**src/rtl/regfile_mp_sb_pkg.sv**
```systemverilog
// Shared types and defaults for the multi-port register file with busy scoreboard.
// Optional same-cycle write-to-read bypass is enabled by defining BYPASS_EN.
package regfile_pkg;

    typedef enum logic [1:0] {S_IDLE, S_SCRUB, S_DONE} scrub_state_t;

    localparam int DEF_DATA_W   = 32;
    localparam int DEF_NUM_REGS = 32;

    function automatic int addr_w(input int n);
        return $clog2(n);
    endfunction

endpackage

```
**src/rtl/regfile_mp_sb_if.sv**
```systemverilog
// Bundle between issue/writeback (master) and the register file (slave).
// Instantiate with the same DATA_W/NUM_REGS/NUM_RD as the regfile_mp_sb it connects to.
interface regfile_mp_sb_if
    import regfile_pkg::*;
#(
    parameter int DATA_W   = DEF_DATA_W,
    parameter int NUM_REGS = DEF_NUM_REGS,
    parameter int NUM_RD   = 2
);
    localparam int AW = addr_w(NUM_REGS);

    // Handshake: wr_en/alloc_en/clear_req are one-cycle valids with no ready;
    // any valid presented while scrub_busy or scrub_done is high is dropped, not held.
    logic [NUM_RD-1:0][AW-1:0]     rd_addr;
    logic [NUM_RD-1:0][DATA_W-1:0] rd_data;
    logic [NUM_RD-1:0]             rd_busy;
    logic                          wr_en;
    logic [AW-1:0]                 wr_addr;
    logic [DATA_W-1:0]             wr_data;
    logic                          alloc_en;
    logic [AW-1:0]                 alloc_addr;
    logic                          clear_req;
    logic                          scrub_busy;
    logic                          scrub_done;
    scrub_state_t                  dbg_state;
    logic [AW-1:0]                 dbg_idx;

    modport master (
        output rd_addr, wr_en, wr_addr, wr_data, alloc_en, alloc_addr, clear_req,
        input  rd_data, rd_busy, scrub_busy, scrub_done, dbg_state, dbg_idx
    );

    modport slave (
        input  rd_addr, wr_en, wr_addr, wr_data, alloc_en, alloc_addr, clear_req,
        output rd_data, rd_busy, scrub_busy, scrub_done, dbg_state, dbg_idx
    );

endinterface

```
**src/rtl/regfile_mp_sb_scrub_fsm.sv**
```systemverilog
// Soft-clear sequencer: walks every register index once, then pulses done.
// Optional BYPASS_EN lives in the top; this block is unaffected by it.
module regfile_scrub_fsm
    import regfile_pkg::*;
#(
    parameter int NUM_REGS = DEF_NUM_REGS,
    parameter int AW       = addr_w(DEF_NUM_REGS)
) (
    input  logic          clk,
    input  logic          rst,
    input  logic          clear_req_i,
    output logic          scrub_we_o,
    output logic [AW-1:0] scrub_idx_o,
    output logic          scrub_busy_o,
    output logic          scrub_done_o,
    output scrub_state_t  state_o
);

    localparam logic [AW-1:0] LAST_IDX = AW'(NUM_REGS - 1);

    scrub_state_t  state_q;
    logic [AW-1:0] idx_q;
    logic          busy_q;
    logic          done_q;

    always_ff @(posedge clk or posedge rst) begin
        if (rst) begin
            state_q <= S_IDLE;
            idx_q   <= '0;
            busy_q  <= 1'b0;
            done_q  <= 1'b0;
        end else begin
            case (state_q)
                S_IDLE: begin
                    if (clear_req_i) begin
                        state_q <= S_SCRUB;
                        idx_q   <= '0;
                        busy_q  <= 1'b1;
                    end
                end
                S_SCRUB: begin
                    if (idx_q == LAST_IDX) begin
                        state_q <= S_DONE;
                        idx_q   <= '0;
                        busy_q  <= 1'b0;
                        done_q  <= 1'b1;
                    end else begin
                        idx_q <= idx_q + 1'b1;
                    end
                end
                S_DONE: begin
                    state_q <= S_IDLE;
                    done_q  <= 1'b0;
                end
                default: begin
                    state_q <= S_IDLE;
                    idx_q   <= '0;
                    busy_q  <= 1'b0;
                    done_q  <= 1'b0;
                end
            endcase
        end
    end

    assign scrub_we_o   = (state_q == S_SCRUB);
    assign scrub_idx_o  = idx_q;
    assign scrub_busy_o = busy_q;
    assign scrub_done_o = done_q;
    assign state_o      = state_q;

endmodule

```
**src/rtl/regfile_mp_sb.sv**
```systemverilog
// Multi-read-port register file with per-register busy scoreboard and scrub engine.
// Define BYPASS_EN to forward a same-cycle legal write onto matching read ports.
module regfile_mp_sb
    import regfile_pkg::*;
#(
    parameter int DATA_W   = DEF_DATA_W,
    parameter int NUM_REGS = DEF_NUM_REGS,
    parameter int NUM_RD   = 2,
    parameter bit ZERO_REG = 1'b1
) (
    input  logic           clk,
    input  logic           rst,
    regfile_mp_sb_if.slave bus
);

    localparam int AW = addr_w(NUM_REGS);

    logic [DATA_W-1:0]   regs_q [NUM_REGS];
    logic [NUM_REGS-1:0] busy_q;

    logic          scrub_we;
    logic [AW-1:0] scrub_idx;
    scrub_state_t  state;
    logic          idle;
    logic          wr_ok;
    logic          alloc_ok;

    logic [NUM_RD-1:0][DATA_W-1:0] rd_data_d;
    logic [NUM_RD-1:0]             rd_busy_d;

    // Out-of-range (non-power-of-2 depth) and hardwired-zero addresses are not storage.
    function automatic logic addr_ok(input logic [AW-1:0] a);
        return (int'(a) < NUM_REGS) && !(ZERO_REG && (a == '0));
    endfunction

    regfile_scrub_fsm #(
        .NUM_REGS (NUM_REGS),
        .AW       (AW)
    ) u_scrub (
        .clk          (clk),
        .rst          (rst),
        .clear_req_i  (bus.clear_req),
        .scrub_we_o   (scrub_we),
        .scrub_idx_o  (scrub_idx),
        .scrub_busy_o (bus.scrub_busy),
        .scrub_done_o (bus.scrub_done),
        .state_o      (state)
    );

    assign idle     = (state == S_IDLE);
    assign wr_ok    = idle && bus.wr_en && addr_ok(bus.wr_addr);
    assign alloc_ok = idle && bus.alloc_en && addr_ok(bus.alloc_addr);

    always_ff @(posedge clk or posedge rst) begin
        if (rst) begin
            for (int r = 0; r < NUM_REGS; r++) regs_q[r] <= '0;
        end else if (scrub_we) begin
            regs_q[scrub_idx] <= '0;
        end else if (wr_ok) begin
            regs_q[bus.wr_addr] <= bus.wr_data;
        end
    end

    // Alloc is applied after writeback clear so a new producer on the same edge wins.
    always_ff @(posedge clk or posedge rst) begin
        if (rst) begin
            busy_q <= '0;
        end else if (scrub_we) begin
            busy_q[scrub_idx] <= 1'b0;
        end else begin
            if (wr_ok)    busy_q[bus.wr_addr]    <= 1'b0;
            if (alloc_ok) busy_q[bus.alloc_addr] <= 1'b1;
        end
    end

    always_comb begin
        rd_data_d = '0;
        rd_busy_d = '0;
        for (int i = 0; i < NUM_RD; i++) begin
            if (addr_ok(bus.rd_addr[i])) begin
                rd_data_d[i] = regs_q[bus.rd_addr[i]];
                rd_busy_d[i] = busy_q[bus.rd_addr[i]];
            end
`ifdef BYPASS_EN
            if (wr_ok && (bus.wr_addr == bus.rd_addr[i])) begin
                rd_data_d[i] = bus.wr_data;
                rd_busy_d[i] = 1'b0;
            end
`endif
        end
    end

    assign bus.rd_data   = rd_data_d;
    assign bus.rd_busy   = rd_busy_d;
    assign bus.dbg_state = state;
    assign bus.dbg_idx   = scrub_idx;

endmodule
```
**src/flat_wrapper.sv**
```systemverilog
// flat-port wrapper written by rule: the top's interface ports become plain ports
module regfile_mp_sb_flat import regfile_pkg::*;
#(
    parameter int DATA_W   = DEF_DATA_W,
    parameter int NUM_REGS = DEF_NUM_REGS,
    parameter int NUM_RD   = 2,
    parameter bit ZERO_REG = 1'b1
)
  (clk, rst, bus_rd_addr, bus_wr_en, bus_wr_addr, bus_wr_data, bus_alloc_en, bus_alloc_addr, bus_clear_req, bus_rd_data, bus_rd_busy, bus_scrub_busy, bus_scrub_done, bus_dbg_state, bus_dbg_idx);
  regfile_mp_sb_if #(.DATA_W(DATA_W), .NUM_REGS(NUM_REGS), .NUM_RD(NUM_RD)) bus_i ();
  input  logic clk;
  input  logic rst;
  input wire logic [$bits(bus_i.rd_addr)-1:0] bus_rd_addr;
  input wire logic [$bits(bus_i.wr_en)-1:0] bus_wr_en;
  input wire logic [$bits(bus_i.wr_addr)-1:0] bus_wr_addr;
  input wire logic [$bits(bus_i.wr_data)-1:0] bus_wr_data;
  input wire logic [$bits(bus_i.alloc_en)-1:0] bus_alloc_en;
  input wire logic [$bits(bus_i.alloc_addr)-1:0] bus_alloc_addr;
  input wire logic [$bits(bus_i.clear_req)-1:0] bus_clear_req;
  output wire logic [$bits(bus_i.rd_data)-1:0] bus_rd_data;
  output wire logic [$bits(bus_i.rd_busy)-1:0] bus_rd_busy;
  output wire logic [$bits(bus_i.scrub_busy)-1:0] bus_scrub_busy;
  output wire logic [$bits(bus_i.scrub_done)-1:0] bus_scrub_done;
  output wire logic [$bits(bus_i.dbg_state)-1:0] bus_dbg_state;
  output wire logic [$bits(bus_i.dbg_idx)-1:0] bus_dbg_idx;
  assign bus_i.rd_addr = bus_rd_addr;
  assign bus_i.wr_en = bus_wr_en;
  assign bus_i.wr_addr = bus_wr_addr;
  assign bus_i.wr_data = bus_wr_data;
  assign bus_i.alloc_en = bus_alloc_en;
  assign bus_i.alloc_addr = bus_alloc_addr;
  assign bus_i.clear_req = bus_clear_req;
  assign bus_rd_data = bus_i.rd_data;
  assign bus_rd_busy = bus_i.rd_busy;
  assign bus_scrub_busy = bus_i.scrub_busy;
  assign bus_scrub_done = bus_i.scrub_done;
  assign bus_dbg_state = bus_i.dbg_state;
  assign bus_dbg_idx = bus_i.dbg_idx;
  regfile_mp_sb #(.DATA_W(DATA_W), .NUM_REGS(NUM_REGS), .NUM_RD(NUM_RD), .ZERO_REG(ZERO_REG)) u_core (.clk(clk), .rst(rst), .bus(bus_i));
endmodule
```
**config.mk**
```make
export PLATFORM = sky130hd
export DESIGN_NAME = regfile_mp_sb_flat
export DESIGN_NICKNAME = d
export VERILOG_FILES = /design/src/rtl/regfile_mp_sb_pkg.sv /design/src/rtl/regfile_mp_sb_if.sv /design/src/rtl/regfile_mp_sb_scrub_fsm.sv /design/src/rtl/regfile_mp_sb.sv /design/src/flat_wrapper.sv
export SDC_FILE = /design/constraint.sdc
export NUM_CORES = 2
export LEC_CHECK = 0
export CAP_MARGIN = 20
export CORE_MARGIN = 1.5
export CORE_UTILIZATION = 42
export CTS_BUF_LIST = sky130_fd_sc_hd__clkbuf_16
export CTS_CLUSTER_SIZE = 16
export DETAILED_ROUTE_END_ITERATION = 16
export SYNTH_ARGS = -nofsm -noshare
export SYNTH_HDL_FRONTEND = slang
export SYNTH_HIERARCHICAL = 1
export SYNTH_SLANG_ARGS = --single-unit
export TNS_END_PERCENT = 50
```
**constraint.sdc**
```tcl
create_clock -name clk -period 99.9 [get_ports clk]
set_clock_uncertainty 0.15 [all_clocks]
set_input_delay 14.985 -clock clk [delete_from_list [all_inputs] [get_ports clk]]
set_output_delay 14.985 -clock clk [all_outputs]
set_load 0.02 [all_outputs]
```
==> flow_summary.json <==
{
  "overflow": 0,
  "critPathCaptureType": "output port",
  "crit_path_start_kind": "primary input",
  "finalHoldViolations": 0,
  "ys_types": 60,
  "die_width_um": 368.9,
  "synth_nets": 4597,
  "syn_area_um2": 56220,
  "worstHoldPathType": "reg2reg",
  "reg2regPathDepth": 7,
  "fin_hold_ws_ps": 342.1,
  "post_drt_wl_per_cell_um": 35.71,
  "status": "complete, no violations",
  "cts_resized": 0,
  "cts_tree": "yes",
  "async_flop_share_pct": 100.0,
  "track_usage_pct": 32.70,
  "fin_crit_ps": 34550,
  "portBuffers": 131,
  "gp_congestion": 0.8681,
  "p_per_area_nw_per_um2": 19.93,
  "tightest_slew_ps": 1250,
  "hpwl_um": 124100,
  "grt_pass1_vias": 43796,
  "antenna_found_initial": 7,
  "slew_violations": 0,
  "power_leakage_uw": 0.02713,
  "start_util_pct": 42.23,
  "timing.setup.critical_path_class": "in2out",
  "cp_max_fo": 61,
  "ys_seq_area_share_pct": 47.41,
  "final_common_cell": "dfrtp_1",
  "drcViolationCount": 0,
  "seq_area_um2": 26650,
  "synth_seq_cells": 1065,
  "cts.clk_slew.worst_paths_ps": 60,
  "nFillCells": 11766,
  "postCtsHoldBufs": 0,
  "fmax_mhz": 28.94,
  "die_h_um": 368.9,
  "final_cell_mix": "dfrtp_1, a22o_1, nand2_1",
  "dr.pass1.iters": 6,
  "yosys_warnings": 6,
  "drive_gt1_share_pct": 21.25,
  "vias": 44737,
  "setup_tns_ps": 0,
  "core_area_um2": 133100,
  "avgSynthCellArea_um2": 12.39,
  "avgViaCountPerCell": 7.135,
  "numCtsBuffers": 114,
  "post_cts_buffers": 0,
  "root_buffer": "clkbuf_16",
  "synth-main-ff-cell": "dfrtp_1",
  "grt_pass1_wl_um": 324600,
  "vdd_drop_max_v": 0.00001537,
  "multi_input_area_um2": 27680,
  "hold_path_depth": 2,
  "dieArea_um2": 136100,
  "drt_iter0_markers": 5950,
  "h-tree-depth": 3,
  "fin_util_pct": 47.39,
  "synthCells": 4538,
  "cp.arrival_ps": 19410,
  "num-nets-final": 4461,
  "grt_max_degree": 172,
  "setup_viol": 0,
  "wl_um": 223900,
  "slew_headroom_pct": 16.64,
  "ios": 132,
  "num_rows": 134,
  "clock_sinks": 1065,
  "ant_nets": 0,
  "max_cap_viol_count": 0,
  "clk_latency_ps": 730,
  "synth-edff-count": 0,
  "required_ps": 84760,
  "rsz0062_at_grt": "no",
  "cts_buffer_depth": 3,
  "finalCritPeriodShare_pct": 34.58,
  "syn_to_final_growth_pct": 12.23
}
layout make-up:
cell class | instances | area share (%)
clock inverter | 97 | 1.245
inverter | 13 | 0.09717
antenna | 3 | 0.01190
clock buffer | 116 | 4.601
sequential | 1065 | 42.24
tap | 1768 | 3.506
timing repair buffer | 294 | 4.426
multi-input combinational | 2914 | 43.87
registers in the layout, summed over array words and instances, names as in the netlist:
name                         flops
u_core/regs_q                 1024
u_core/busy_q                   32
u_core/u_scrub/scrub_idx_o       5
u_core/u_scrub/state_o           2
u_core/u_scrub/scrub_busy_o      1
u_core/u_scrub/scrub_done_o      1
routing by layer:
metal  vias up  part of all wire (%)  global-route usage [%]
met3       630                    11                   8.249
li1      17360                     -                       -
met4         6                   5.0                   15.61
met1     23287                    39                   44.99
met2      3454                    44                   48.28
met5         -                  0.11                   1.104
worst max-delay path: stages:
cell,delay [ps]
buf_8,550
buf_4,770
buf_4,700
mux4_2,330
nor2b_1,130
a211oi_1,130
a311oi_1,910
clkdlybuf4s50_1,770
through the flow:
stage | total power [uW] | cells | cell area (um^2) | setup slack (ps)
CTS | 1253 | 6263 | 62990 | 65450
global route | 1301 | 6268 | 63090 | 65330
detailed placement | 826.3 | 6050 | 59300 | 65470
global placement | 817.5 | 6039 | 59070 | 65490
finish | 1257 | 6270 | 63090 | 65350
floorplan | 710.9 | 4538 | 56220 | 55040
synth_stat cells (3+ instances only):
master	number	area share, %
dfrtp_1	1065	47
a22o_1	754	12
nand2_1	574	3.8
mux4_2	462	19
clkbuf_1	376	2.5
o21ai_0	376	3.3
buf_2	154	1.4
mux2i_1	133	2.4
nor2b_1	72	0.80
a22oi_1	68	0.91
mux2_2	67	1.3
a211oi_1	66	0.88
a311oi_1	66	1.0
a221oi_1	48	0.75
and2_1	38	0.42
nor2_1	28	0.19
a21oi_1	26	0.23
o2111ai_1	18	0.28
nor3_1	16	0.14
nor3_4	15	0.43
buf_1	14	0.093
inv_1	13	0.087
nand2b_1	10	0.11
nor3_2	9	0.16
o41ai_1	8	0.12
a2bb2oi_1	4	0.062
nand3b_1	4	0.053
nor4_1	4	0.045
or3b_2	4	0.062
and4b_1	3	0.053
nand3_1	3	0.027
nand4_1	3	0.033
or2_2	3	0.033
worst paths after layout:
kind                                                          from                                 endpoint  slack [ps]
max                                                 bus_rd_addr[1]                          bus_rd_data[24]       65350
min                        u_core/u_scrub/scrub_busy_o$_DFFE_PP0P_  u_core/u_scrub/scrub_busy_o$_DFFE_PP0P_         340
max reg2reg                  u_core/u_scrub/state_o[0]$_DFFE_PP0P_           u_core/regs_q[857]$_DFFE_PP0P_       95360
min reg2reg                u_core/u_scrub/scrub_busy_o$_DFFE_PP0P_  u_core/u_scrub/scrub_busy_o$_DFFE_PP0P_         340
max in group asynchronous                                      rst          u_core/regs_q[1019]$_DFFE_PP0P_       80720
min in group asynchronous                                      rst  u_core/u_scrub/scrub_busy_o$_DFFE_PP0P_       14530
kinds of logic (layout without fill, tap and decap cells):
family	Yosys count	after routing	synth area share, %
AOI/OAI and AO/OA	1443	1443	19.47
xor gates and xnor gates	2	2	0.03116
adders and majority gates	2	2	0.04451
buffers and inverters	559	520	4.095
DFF	1065	1065	47.41
muxes	662	662	22.22
other	0	3	0
and+or+nand+nor	805	805	6.730
where the power goes:
part	leakage, uW	switching, uW	internal, uW
logic	0.0108	165	113
clock network	0.00190	189	241
registers	0.0144	56.0	494
total	0.0271	409	848
(Power assumes the default switching activity.)
